## src/rtl/route_compute_vc.sv

```systemverilog
// Per-VC registered route computation (XY/YX dimension order) with packet counter and error pulse.
// Optional macro ROUTE_RANGE_CHECK_EN: out-of-mesh destinations are sunk locally and flagged.
module route_compute_vc #(
  parameter int X_CURRENT  = 3,
  parameter int Y_CURRENT  = 3,
  parameter int X_ADDR_W   = 5,
  parameter int Y_ADDR_W   = 5,
  parameter int NUM_VC     = 2,
  parameter int ROUTE_MODE = 0,
  parameter int MESH_X     = 8,
  parameter int MESH_Y     = 8,
  parameter int CNT_W      = 16,
  localparam int VC_W      = (NUM_VC > 1) ? $clog2(NUM_VC) : 1
) (
  input  logic                  clk,
  input  logic                  rst,
  input  logic                  flit_valid_i,
  input  logic                  flit_head_i,
  input  logic [VC_W-1:0]       flit_vc_i,
  input  logic [X_ADDR_W-1:0]   x_dest_i,
  input  logic [Y_ADDR_W-1:0]   y_dest_i,
  input  logic [NUM_VC-1:0]     route_release_i,
  output logic [NUM_VC-1:0]     route_valid_o,
  output logic [NUM_VC*3-1:0]   route_port_o,
  output logic                  proto_err_o,
  output logic [CNT_W-1:0]      pkt_cnt_o
);

  localparam logic [2:0] P_LOCAL = 3'd0;
  localparam logic [2:0] P_NORTH = 3'd1;
  localparam logic [2:0] P_SOUTH = 3'd2;
  localparam logic [2:0] P_WEST  = 3'd3;
  localparam logic [2:0] P_EAST  = 3'd4;

  localparam logic [31:0] XC = 32'(X_CURRENT);
  localparam logic [31:0] YC = 32'(Y_CURRENT);

  typedef enum logic {IDLE, ROUTED} state_t;

  state_t                state_q [NUM_VC];
  state_t                state_d [NUM_VC];
  logic [NUM_VC*3-1:0]   port_q, port_d;
  logic                  err_q, err_d;
  logic [CNT_W-1:0]      cnt_q, cnt_d;

  logic [31:0]           x_ext, y_ext;
  logic                  range_raw, range_bad;
  logic                  vc_ok, head_ok, load;
  logic [NUM_VC-1:0]     hit;
  logic [2:0]            x_port, y_port, port_calc;

  assign x_ext     = 32'(x_dest_i);
  assign y_ext     = 32'(y_dest_i);
  assign range_raw = (x_ext >= 32'(MESH_X)) || (y_ext >= 32'(MESH_Y));
`ifdef ROUTE_RANGE_CHECK_EN
  assign range_bad = range_raw;
`else
  // Range check disabled: the mesh-size comparison is computed but never takes effect.
  assign range_bad = 1'b0 & range_raw;
`endif

  assign vc_ok   = (32'(flit_vc_i) < NUM_VC);
  assign head_ok = flit_valid_i & flit_head_i & vc_ok;

  always_comb begin
    x_port    = (x_ext > XC) ? P_EAST  : P_WEST;
    y_port    = (y_ext > YC) ? P_SOUTH : P_NORTH;
    port_calc = P_LOCAL;
    if (ROUTE_MODE == 0) begin
      if (x_ext != XC)      port_calc = x_port;
      else if (y_ext != YC) port_calc = y_port;
    end else begin
      if (y_ext != YC)      port_calc = y_port;
      else if (x_ext != XC) port_calc = x_port;
    end
    if (range_bad) port_calc = P_LOCAL;
  end

  always_comb begin
    hit = '0;
    for (int v = 0; v < NUM_VC; v++) hit[v] = head_ok & (32'(flit_vc_i) == v);
  end

  // A release and a head on the same VC in one cycle is a release followed by a reload.
  always_comb begin
    state_d = state_q;
    port_d  = port_q;
    err_d   = flit_valid_i & ~vc_ok;
    load    = 1'b0;
    for (int v = 0; v < NUM_VC; v++) begin
      case (state_q[v])
        IDLE: begin
          if (hit[v]) begin
            state_d[v]        = ROUTED;
            port_d[3*v +: 3]  = port_calc;
            load              = 1'b1;
          end
        end
        ROUTED: begin
          if (route_release_i[v]) begin
            if (hit[v]) begin
              port_d[3*v +: 3] = port_calc;
              load             = 1'b1;
            end else begin
              state_d[v] = IDLE;
            end
          end else if (hit[v]) begin
            err_d = 1'b1;
          end
        end
        default: state_d[v] = IDLE;
      endcase
    end
    if (load && range_bad) err_d = 1'b1;
    cnt_d = load ? cnt_q + CNT_W'(1) : cnt_q;
  end

  always_ff @(posedge clk or posedge rst) begin
    if (rst) begin
      for (int v = 0; v < NUM_VC; v++) state_q[v] <= IDLE;
      port_q <= '0;
      err_q  <= 1'b0;
      cnt_q  <= '0;
    end else begin
      for (int v = 0; v < NUM_VC; v++) state_q[v] <= state_d[v];
      port_q <= port_d;
      err_q  <= err_d;
      cnt_q  <= cnt_d;
    end
  end

  always_comb begin
    route_valid_o = '0;
    for (int v = 0; v < NUM_VC; v++) route_valid_o[v] = (state_q[v] == ROUTED);
  end

  assign route_port_o = port_q;
  assign proto_err_o  = err_q;
  assign pkt_cnt_o    = cnt_q;

endmodule

```

## config.mk

```make
export PLATFORM = sky130hd
export DESIGN_NAME = route_compute_vc
export DESIGN_NICKNAME = d
export VERILOG_FILES = /design/src/rtl/route_compute_vc.sv
export SDC_FILE = /design/constraint.sdc
export NUM_CORES = 1
export LEC_CHECK = 0
export CAP_MARGIN = 5
export CORE_MARGIN = 2
export CORE_UTILIZATION = 43
export DETAILED_ROUTE_END_ITERATION = 12
export PLACE_DENSITY = 0.83
export SLEW_MARGIN = 15
export SYNTH_ARGS = -nofsm -noshare
export SYNTH_HDL_FRONTEND = slang
export SYNTH_SLANG_ARGS = --single-unit
```

## constraint.sdc

```tcl
create_clock -name clk -period 1.8 [get_ports clk]
set_input_delay 0.18 -clock clk [delete_from_list [all_inputs] [get_ports clk]]
set_output_delay 0.18 -clock clk [all_outputs]
set_load 0.005 [all_outputs]
```

# Word-level counts from Yosys, hierarchy flattened
# Cells that the tools add are included.
totals:
  rom_bits: 0
  in_bits: 17
  ramBits: 0
  n_memories: 0
  reg_bits: 25
  latch_bits: 0
classes:
  n_mul: 0
  bitwise: 6
  magnitude_cmp: 2
  n_addsub: 1
  n_mux: 26
  eq_ne: 4
  shift: 0
  n_div: 0
  reduce_logical: 0
op_table:
  columns: ["cell", "count"]
  rows:
  - ["two-way mux 3 bit", 6]
  - ["adder 16 x 1 -> 16 bit (second input constant)", 1]
  - ["two-way mux 1 bit", 12]
  - ["one-hot mux 3 bit (2 select lines)", 2]
  - ["greater-than comparator 5 x 2 -> 1 bit (second input constant)", 2]
  - ["!= test 5 x 2 -> 1 bit (second input constant)", 2]
  - ["one-hot mux 1 bit (2 select lines)", 4]
  - ["two-way mux 2 bit", 2]
  - ["!= test 2 bit (second input constant)", 2]
  - ["AND 1 bit", 3]
  - ["NOT 1 bit", 3]

# Depth between registers and ports, before layout
depth:
  depth_word: 8
  ltp_mapped: 5
  depth_no_buf: 5

# Worst setup path before layout
# Ideal clock, no wire load.
synth_path:
  path_kind: "flip-flop to flip-flop"
  startpoint: "register state_q (netlist bit route_valid_o[1])"
  endpoint: "register cnt_q[13] (netlist: pkt_cnt_o[13])"
  arrival_time_ns: 1.646
  path_slack_ns: 0.075
  stages_incl_launch_ff: 6
  setup_ns: 0.079
  synth_period_minus_slack_ns: 1.725
  n_path_buf: 1
  t_required_ns: 1.721
  path_cell_list: "dfrtp_1 -> and3b_4 -> or4_4 -> buf_6 -> nor4_4 -> xor2_1"
synth_between:
  elab_chain_cells: 2
synth_rtl:
  columns: ["element", "line", "source"]
  rows:
  - ["start, declared", "40", "state_t state_q [NUM_VC];"]
  - ["NOT 1 bit", null, null]
  - ["one-hot mux 1 bit (2 select lines) (*)", "91", "case (state_q[v])"]
  - ["end signal, assigned", "128", "cnt_q <= cnt_d;"]
  - ["end, declared", "44", "logic [CNT_W-1:0] cnt_q, cnt_d;"]
# Every way passes the cells marked *; elsewhere a longest branch is shown, timed or not.
# A chain may end at the register's enable or synchronous reset.

# Final worst setup path
# Same ends and word-level chain as after synthesis.

==> key figures <==
Detailed routing
  • Pre-antenna DRT Iters: 4
  • Final wirelength: 2.53 mm
  • DRT iter0 DRCs: 11
  • Via count: 951
  • DR vias/cell: 5.17
  • DRC: 0
  • Post-route ant nets: 0
  • DR WL/cell: 13.8 um

Clock tree
  • CTS buffer count: 3
  • Cts hold-fix bufs: 0
  • Clk_lat worst skew: 0.32 ns
  • TritonCTS clock tree: done
  • H-tree depth: 1
  • Clk pin slew, worst setup/hold paths: 0.13 ns
  • Post-CTS Resized: 0
  • Clock root buffer: clkbuf_4
  • Clock Path Buffers: 2
  • Post-CTS setup buffer count: 0
  • Clock sinks: 25

Synth
  • Cells after Synth: 100
  • Asr flop ratio synth: 1.00
  • Synth area leaders: dfrtp_1, xor2_1, mux2_2
  • Top cell type's share of synthesized area: 0.540
  • Yosys cell types: 28
  • Post-Syn Nets: 118
  • Post-synth EDFFs: 0
  • Post-synthesis register bit count: 25
  • Seq/Total Area, Yosys: 0.540
  • Syn avg cell area: 11.6 sq um
  • Area leader, netlist: dfrtp_1
  • Synth Warn #: 0
  • Post-Syn Area: 1160 sq um
  • Ys flop type: dfrtp_1

Flow run
  • Max_cap viols: 0

Setup path
  • Critical path, cell by cell: and3b_4, or4_4, nor4_4, xor2_1
  • Largest stage delay, worst path: 0.59 ns
  • Data required, critical path: 2.05 ns
  • Reg2reg path depth: 4
  • CP arrival: 1.98 ns
  • R2R Path Start: route_valid_o[1]$_DFF_PP0_
  • CP startpoint kind: flop
  • RR Endpoint: pkt_cnt_o[13]$_DFFE_PP0P_
  • Crit end category: flop
  • Flop2flop setup slack: 0.07 ns
  • Worst path bufs/invs: 0
  • CP max-delay cell: or4_4
  • Largest delay share family, worst path: simple AND/OR/NAND/NOR gates
  • Worst Path Max Fanout: 5
  • Setup CP Type: reg -> reg

Placement
  • GP Congestion: 0.753
  • Placed instance count: 178
  • HPWL Detailed: 2.00 mm
  • Input/output buffers: 41

Run status
  • Status: completed

Finish
  • Nets: 173
  • Non-filler cells, final: 184
  • Syn-to-layout area delta: 46.5%
  • Ant diodes: 0
  • Fillers: 203
  • FF+latch area: 626 sq um
  • Final Util: 0.673
  • Area of the multi-input gates: 518 sq um
  • Layout cells sized above 1: 0.149

Timing
  • RSZ-0062 raised after global routing: yes
  • Worst Tran Pin Value: 0.419 ns
  • Max-slew headroom: 0.718
  • Worst hold slack: 0.189 ns
  • # setup viols final: 0
  • Clock period minus final worst setup slack: 1.73 ns
  • Final Cycle Share: 0.960
  • Fin. Hold Viols: 0
  • Fmax: 579 MHz
  • Final Skew: 0.00185 ns
  • Pins Over Slew Limit: 0

Floorplanning
  • Die area: 3130 sq um
  • Placeable core area: 2520 sq um
  • Chip height: 55.9 um
  • Ports: 42
  • Die width: 55.9 um
  • Starting Density: 0.459
  • Standard-cell rows: 18

Global route
  • Antenna violations before repair: 0
  • GRT Util Overall: 0.185
  • Global-route wire length before repair: 4.60 mm
  • Number of global-route vias before repair: 1050
  • Gr ovfl total: 0
  • Largest net degree at the start of global routing: 26

Pwr
  • Leak: 0.774 nW
  • VDD IR max: 786 uV
  • Power per standard cell area: 866 nW/um^2

Min path
  • Worst hold path class: in -> async
registers in the layout (all words and copies together), names as in the netlist:
register and count:
proto_err_o 1, route_valid_o 2, route_port_o 6, pkt_cnt_o 16
per-stage QoR:
step	cell area, sq um	total power [mW]	worst slack (ns)	TNS, ns
final	1700	1.47	0.0728	0
after global routing	1700	1.57	-0.0477	-0.0936
after CTS	1680	1.48	0.0419	0
after detailed placement	1660	1.23	-0.272	-1.71
after global placement	1660	1.21	-0.184	-1.04
after floorplan	1160	0.918	0.0748	0
area by class of cell:
| type | instances | share of cell area |
|---|---|---|
| Clock buffer | 3 | 0.0133 |
| Clock inverter | 1 | 0.00295 |
| Inverter | 1 | 0.00221 |
| Multi-Input combinational cell | 73 | 0.305 |
| Sequential cell | 25 | 0.368 |
| Tap cell | 30 | 0.0221 |
| Timing Repair Buffer | 51 | 0.286 |
Yosys cell counts (2+ instances only):
| master | instances |
|---|---|
| dfrtp_1 | 25 |
| nand2_1 | 11 |
| xor2_1 | 10 |
| nor2_1 | 6 |
| mux2_2 | 5 |
| nand3_1 | 5 |
| xnor2_1 | 5 |
| nor3_1 | 4 |
| nor4_1 | 3 |
| a21oi_1 | 2 |
| a31oi_1 | 2 |
| and2_0 | 2 |
| and4_1 | 2 |
| nand2b_1 | 2 |
| nor4_4 | 2 |
| o21ai_0 | 2 |
kinds of logic after synthesis:
family	count (synthesis)	share of synthesized area
and+or+nand+nor	45	0.240
muxes	5	0.0486
AOI/OAI and AO/OA	7	0.0346
adders and majority gates	1	0.0108
xor gates and xnor gates	15	0.113
buffers and inverters	2	0.0130
DFF	25	0.540
worst register-to-register path, cell delays in order, from the launching register on:
cell,delay (ns)
dfrtp_1,0.42
and3b_4,0.19
or4_4,0.59
nor4_4,0.30
xor2_1,0.17
cells in the final DEF, fill, tap and decap left out, types with 2 or more instances in the layout:
cell             count
and4_1               2
a31oi_1              2
nor3_1               4
and2_0               2
nor2_1               6
nor4_1               3
nand2_1             11
nand2b_1             2
buf_4               10
nor4_4               2
clkbuf_4             3
clkdlybuf4s50_1     41
xnor2_1              5
nand3_1              5
dfrtp_1             25
a21oi_1              2
o21ai_0              2
xor2_1              10
mux2_2               5
worst max path at each step:
stage	cells after the start	endpoint	from
global placement	5	pkt_cnt_o[15]$_DFFE_PP0P_	flit_vc_i
detailed placement	5	pkt_cnt_o[15]$_DFFE_PP0P_	flit_vc_i
global route	4	pkt_cnt_o[14]$_DFFE_PP0P_	pkt_cnt_o[4]$_DFFE_PP0P_
CTS	4	pkt_cnt_o[15]$_DFFE_PP0P_	route_valid_o[1]$_DFF_PP0_
finish	4	pkt_cnt_o[13]$_DFFE_PP0P_	route_valid_o[1]$_DFF_PP0_
floorplan	5	pkt_cnt_o[13]$_DFFE_PP0P_	route_valid_o[1]$_DFF_PP0_
report_power, final:
part	total [mW]	switching, mW	internal [mW]
Sequential	0.754	0.0992	0.654
Combinational	0.467	0.163	0.304
Clock	0.251	0.167	0.0832
Total	1.47	0.430	1.04
metal layers:
metal  track usage  routed length (um)
met1         0.211                1060
met4        0.0646                  42
met2         0.335                1330
met5             0                   0
met3        0.0442                 101
No activity file was read; power rests on OpenSTA's default activity.
